## config.mk

```make
export PLATFORM = sky130hd
export DESIGN_NAME = prince_ctrl
export DESIGN_NICKNAME = d
export VERILOG_FILES = /design/src/rtl/prince_pkg.sv /design/src/rtl/prince_ctrl.sv
export SDC_FILE = /design/constraint.sdc
export NUM_CORES = 1
export LEC_CHECK = 0
export CAP_MARGIN = 30
export CORE_AREA = 2 2 205 207
export DETAILED_ROUTE_END_ITERATION = 10
export DIE_AREA = 0 0 207 209
export GPL_ROUTABILITY_DRIVEN = 0
export GPL_TIMING_DRIVEN = 0
export MAX_ROUTING_LAYER = met4
export SLEW_MARGIN = 20
export SYNTH_ARGS = -nofsm -noshare
export SYNTH_HDL_FRONTEND = slang
export SYNTH_SLANG_ARGS = --single-unit
export TNS_END_PERCENT = 30
```

## constraint.sdc

```tcl
create_clock -name clk -period 2.8 [get_ports clk]
set_input_delay 0.56 -clock clk [delete_from_list [all_inputs] [get_ports clk]]
set_output_delay 0.56 -clock clk [all_outputs]
set_load 0.02 [all_outputs]
```

## src/rtl/prince_pkg.sv

```systemverilog
// rtl/prince_pkg.sv - shared widths, state encoding and default core latency for prince_ctrl
package prince_pkg;

  localparam int BLK_W        = 64;
  localparam int KEY_W        = 128;
  localparam int CORE_LAT_DEF = 8;

  typedef enum logic [1:0] {
    IDLE  = 2'd0,
    START = 2'd1,
    WAIT  = 2'd2,
    DONE  = 2'd3
  } state_e;

endpackage

```

## src/rtl/prince_ctrl.sv

```systemverilog
// rtl/prince_ctrl.sv - valid/ready sequencer around the PRINCE round core (optional PRINCE_CTRL_OPCNT_EN adds op_cnt)
module prince_ctrl
  import prince_pkg::*;
#(
  parameter int CORE_LAT = CORE_LAT_DEF,
  parameter int CNT_W    = 8
) (
  input  logic               clk,
  input  logic               rst_n,
  input  logic               s_valid,
  output logic               s_ready,
  input  logic [0:BLK_W-1]   s_data,
  input  logic [0:KEY_W-1]   s_key,
  input  logic               s_dec,
  output logic               m_valid,
  input  logic               m_ready,
  output logic [0:BLK_W-1]   m_data,
  output logic               core_st,
  output logic [0:BLK_W-1]   core_inp,
  output logic [0:KEY_W-1]   core_key,
  output logic               core_d,
  input  logic [0:BLK_W-1]   core_out
`ifdef PRINCE_CTRL_OPCNT_EN
  ,
  output logic [31:0]        op_cnt
`endif
);

  // Counter value seen on the edge where the core output is valid.
  localparam logic [CNT_W-1:0] LAST_CNT = CNT_W'(CORE_LAT - 1);

  state_e           state_q, state_d;
  logic [CNT_W-1:0] cnt_q, cnt_d;
  logic [0:BLK_W-1] inp_q, inp_d;
  logic [0:KEY_W-1] key_q, key_d;
  logic             dec_q, dec_d;
  logic [0:BLK_W-1] res_q, res_d;
  // Low only until the first edge after reset release, so s_ready stays low during reset.
  logic             live_q;

  // State, counter and datapath registers; operand registers hold until the next acceptance.
  always_ff @(posedge clk or negedge rst_n) begin
    if (!rst_n) begin
      state_q <= IDLE;
      cnt_q   <= '0;
      inp_q   <= '0;
      key_q   <= '0;
      dec_q   <= 1'b0;
      res_q   <= '0;
      live_q  <= 1'b0;
    end else begin
      state_q <= state_d;
      cnt_q   <= cnt_d;
      inp_q   <= inp_d;
      key_q   <= key_d;
      dec_q   <= dec_d;
      res_q   <= res_d;
      live_q  <= 1'b1;
    end
  end

  // Next-state and handshake outputs; core_out is only looked at on the capture edge.
  always_comb begin
    state_d = state_q;
    cnt_d   = cnt_q;
    inp_d   = inp_q;
    key_d   = key_q;
    dec_d   = dec_q;
    res_d   = res_q;
    s_ready = 1'b0;
    m_valid = 1'b0;
    core_st = 1'b0;
    case (state_q)
      IDLE: begin
        s_ready = live_q;
        if (s_valid && live_q) begin
          inp_d   = s_data;
          key_d   = s_key;
          dec_d   = s_dec;
          state_d = START;
        end
      end
      START: begin
        core_st = 1'b1;
        cnt_d   = '0;
        state_d = WAIT;
      end
      WAIT: begin
        cnt_d = cnt_q + CNT_W'(1);
        if (cnt_q == LAST_CNT) begin
          res_d   = core_out;
          state_d = DONE;
        end
      end
      DONE: begin
        m_valid = 1'b1;
        if (m_ready) state_d = IDLE;
      end
      default: state_d = IDLE;
    endcase
  end

  assign m_data   = res_q;
  assign core_inp = inp_q;
  assign core_key = key_q;
  assign core_d   = dec_q;

`ifdef PRINCE_CTRL_OPCNT_EN
  logic [31:0] opcnt_q;

  // Completed-transfer counter, wraps naturally at 32 bits.
  always_ff @(posedge clk or negedge rst_n) begin
    if (!rst_n) opcnt_q <= '0;
    else if (m_valid && m_ready) opcnt_q <= opcnt_q + 32'd1;
  end

  assign op_cnt = opcnt_q;
`endif

endmodule

```

==> results of run 1 <==
[worst register-to-register path: stages (launching register included)]
cell and delay (ns):
dfrtp_1 0.39, inv_1 0.11, ha_1 0.23, and2_1 0.16, nand2_1 0.21, buf_2 0.40
buf_4 0.30, mux2_2 0.37
[cell usage after synthesis (3+ instances only)]
| master | instances |
|---|---|
| mux2_2 | 197 |
| buf_2 | 5 |
| dfrtp_1 | 268 |
| nand3_1 | 6 |
| or3_1 | 3 |
| buf_6 | 6 |
| a21boi_0 | 3 |
| mux2_4 | 60 |
| a21oi_1 | 4 |
| buf_4 | 17 |
| inv_1 | 6 |
| o21ai_0 | 6 |
| ha_1 | 6 |
| nand2_1 | 4 |
| nand2b_1 | 3 |
[timing repair]
action / 4_1_cts / 5_1_grt
hold buffers: 1 / 0
endpoints found under the setup margin: 0 / 0
hold endpoints to repair: 56 / 0
[cell families (layout without fill, tap and decap cells)]
group                      count (synthesis)  in the layout
AOI/OAI and AO/OA                         20             20
DFF                                      268            268
buffers and inverters                     35            614
adders and majority gates                  6              6
other                                      1              2
muxes                                    258            258
and+or+nand+nor                           25             25
[per-stage QoR]
stage	cell area [um2]	utilization, %
after floorplan	10500	-
final	17500	42.3
after detailed placement	16400	39.8
after CTS	17500	42.3
after global routing	17500	42.3
after global placement	16300	39.6
[power by group]
group	internal, uW	switching, uW
sequential	5370	757
clock	2390	1600
combinational	4190	3590
total	12000	5940
[metal layers]
metal	routed length [um]	up-vias
met5	0	-
met4	489	0
met3	2160	37
met2	16200	271
met1	12700	3551
li1	-	3285
[final cells by class]
class / count / share of cell area [%]
Sequential cell: 268 / 38.4
Clock inverter: 11 / 0.688
Clock buffer: 44 / 5.12
Buffer: 29 / 1.28
Inverter: 6 / 0.129
Multi-Input combinational cell: 310 / 20.1
Timing Repair Buffer: 524 / 30.4
Tap cell: 539 / 3.86
Antenna cell: 1 / 0.0143
[sequential cells by signal (all words and copies together) (netlist names)]
name	cells
core_inp	64
cnt_q	8
core_key	128
m_data	64
state_q	2
core_d	1
live_q	1
[path summary, 6_finish.rpt]
path	start	end	slack, ns	cells past startpoint
setup / recovery	state_q[1]$_DFFE_PN0P_	s_ready	0.15	4
hold / removal	core_key[34]$_DFFE_PN0P_	core_key[34]$_DFFE_PN0P_	0.50	1
setup reg to reg	state_q[0]$_DFFE_PN0P_	core_key[54]$_DFFE_PN0P_	0.52	7
hold reg to reg	core_key[34]$_DFFE_PN0P_	core_key[34]$_DFFE_PN0P_	0.50	1
max in group asynchronous	rst_n	core_key[121]$_DFFE_PN0P_	1.12	4
min in group asynchronous	rst_n	core_inp[19]$_DFFE_PN0P_	0.53	2
==> run_results.csv, run 1 <==
group,metric,value,unit
floorplanning,ios,521,
sta,timing.final.ws_setup,0.154,ns
synthesis,synth_warnings,0,
floorplanning,die_h,209,um
clocking,post-cts-setup-buffer-count,0,
global_routing,use_met2,25.0,%
critical_path,cp_cell_sequence,"inv_1 > ha_1 > and2_1 > clkdlybuf4s50_1",
global_routing,overflow,0,
synthesis,synth-adder-area-share,0.717,%
clocking,cts_inserted_buffers,31,
global_routing,grt_max_degree,75,
final_layout,fillCellCount,3872,
flow_run,maxCapViolCount,0,
final_layout,drive_gt1_share,28.7,%
synthesis,ys_types,31,
power_and_ir_drop,max-vdd-ir-drop,0.000326,V
floorplanning,row_count,75,
critical_path,slowest_stage,"clkdlybuf4s50_1",
route,drc_errors,0,
placed_design,post-place-ws,0.271,ns
synthesis,synthArstFlopShare,100,%
global_routing,grtUsageTotal,14.6,%
sta,setup-violations-final,0,
sta,fin_skew,0.0142,ns
sta,hold_viol_final,0,
power_and_ir_drop,powerDensity,1020,nW/um2
global_routing,grt_util_met1,17.2,%
clocking,clock_sinks,268,
final_layout,area_growth,66.8,%
critical_path,cp_max_fo,4,
clocking,clk_latency,0.55,ns
global_routing,grt_pass1_vias,7665,
critical_path,slowest_delay,0.63,ns
critical_path,worstPathArrival,2.09,ns
route,wire_per_inst,18.2,um
clocking,clk_path_buf_depth,3,
power_and_ir_drop,p_leak,0.00747,uW
synthesis,ys_ff_latch,268,
synthesis,synth-simple-area-share,1.65,%
route,finalWirelength,31600,um
synthesis,synth_top_family_by_area,"multiplexers",
critical_path,end_kind,"output port",
power_and_ir_drop,power,17900,uW
sta,min_period_over_period,94.5,%
synthesis,synth.area.mux_share,29.9,%
clocking,clk_pin_slew,0.06,ns
global_routing,grt_pass1_wl,47800,um
synthesis,syn_inst,613,
final_layout,stdcell_count,1732,
synthesis,syn_nets,880,
placed_design,dp_hpwl,24600,um
floorplanning,die_area,43300,um2
final_layout,fin_nets,1437,
final_layout,seq_area,6710,um2
critical_path,critPathKind,"register to output port",
clocking,cts-root-buf,"clkbuf_16",
critical_path,crit_path_start_kind,"register",
synthesis,synth_compound_area_share,1.24,%
global_routing,antenna_found_initial,1,
route,ant_nets,0,
global_routing,grt-busiest-layer,"met2",
clocking,ctsHtreeMaxLevel,1,
critical_path,cp.required,2.24,ns
outcome,status,"complete, no violations",
sta,max_freq,378,MHz
critical_path,critical_path.top_delay_family,"buffers and inverters",
synthesis,synthTopCellsByArea,"dfrtp_1 64%, mux2_2 21%, mux2_4 8.6%",
synthesis,synth_top_area_cell,"dfrtp_1",
route,vias_per_cell,4.12,
synthesis,synth_edf_count,0,
synthesis,syn_area_per_cell,17.1,um2
clocking,cts_resized,0,
floorplanning,core,41300,um2
final_layout,final_cell_mix,"519 x clkdlybuf4s50_1, 268 x dfrtp_1, 197 x mux2_2",
global_routing,grtUsageMet3,3.88,%
sta,grt_setup_unrepaired,"false",
route,initialDrtViolationCount,171,
synthesis,ys.flop_type,"dfrtp_1",
sta,hold_slack,0.500,ns
synthesis,synth_top_area_share,64.1,%
worst_hold_path,hp-class,"register to register",
sta,maxSlewViolCount,0,
route,drt_pass1_iterations,4,
route,dr_total_vias,7144,
critical_path,cp.buffers_inverters,2,
final_layout,multiInputGateArea,3510,um2
floorplanning,die_x,207,um
synthesis,synth_xor_area_share,0,%
synthesis,ys_seq_area_share,64.1,%
placed_design,numPortBuffers,520,
sta,tns,0,ns
placed_design,dp_cells,1675,
synthesis,synth_area,10500,um2
final_layout,final_common_cell,"clkdlybuf4s50_1",
clocking,cts_tree,"yes",
floorplanning,initial_core_util,25.3,%
sta,min_period,2.65,ns
(Power assumes the default switching activity.)
==> inputs of run 2 (changes only) <==
- clock period: 2.8 -> 3.2 ns (I/O delays scaled with it)
==> results of run 2 <==
The final DEF is identical to that of run 1. Status: complete, no violations.
Among the figures that moved: setup slack after placement 0.271 ns -> 0.591 ns; setup slack after layout 0.154 ns -> 0.474 ns; register-to-register setup slack 0.52 ns -> 0.92 ns; total power 17900 uW -> 15700 uW; worst IR drop on VDD 0.000326 V -> 0.000285 V
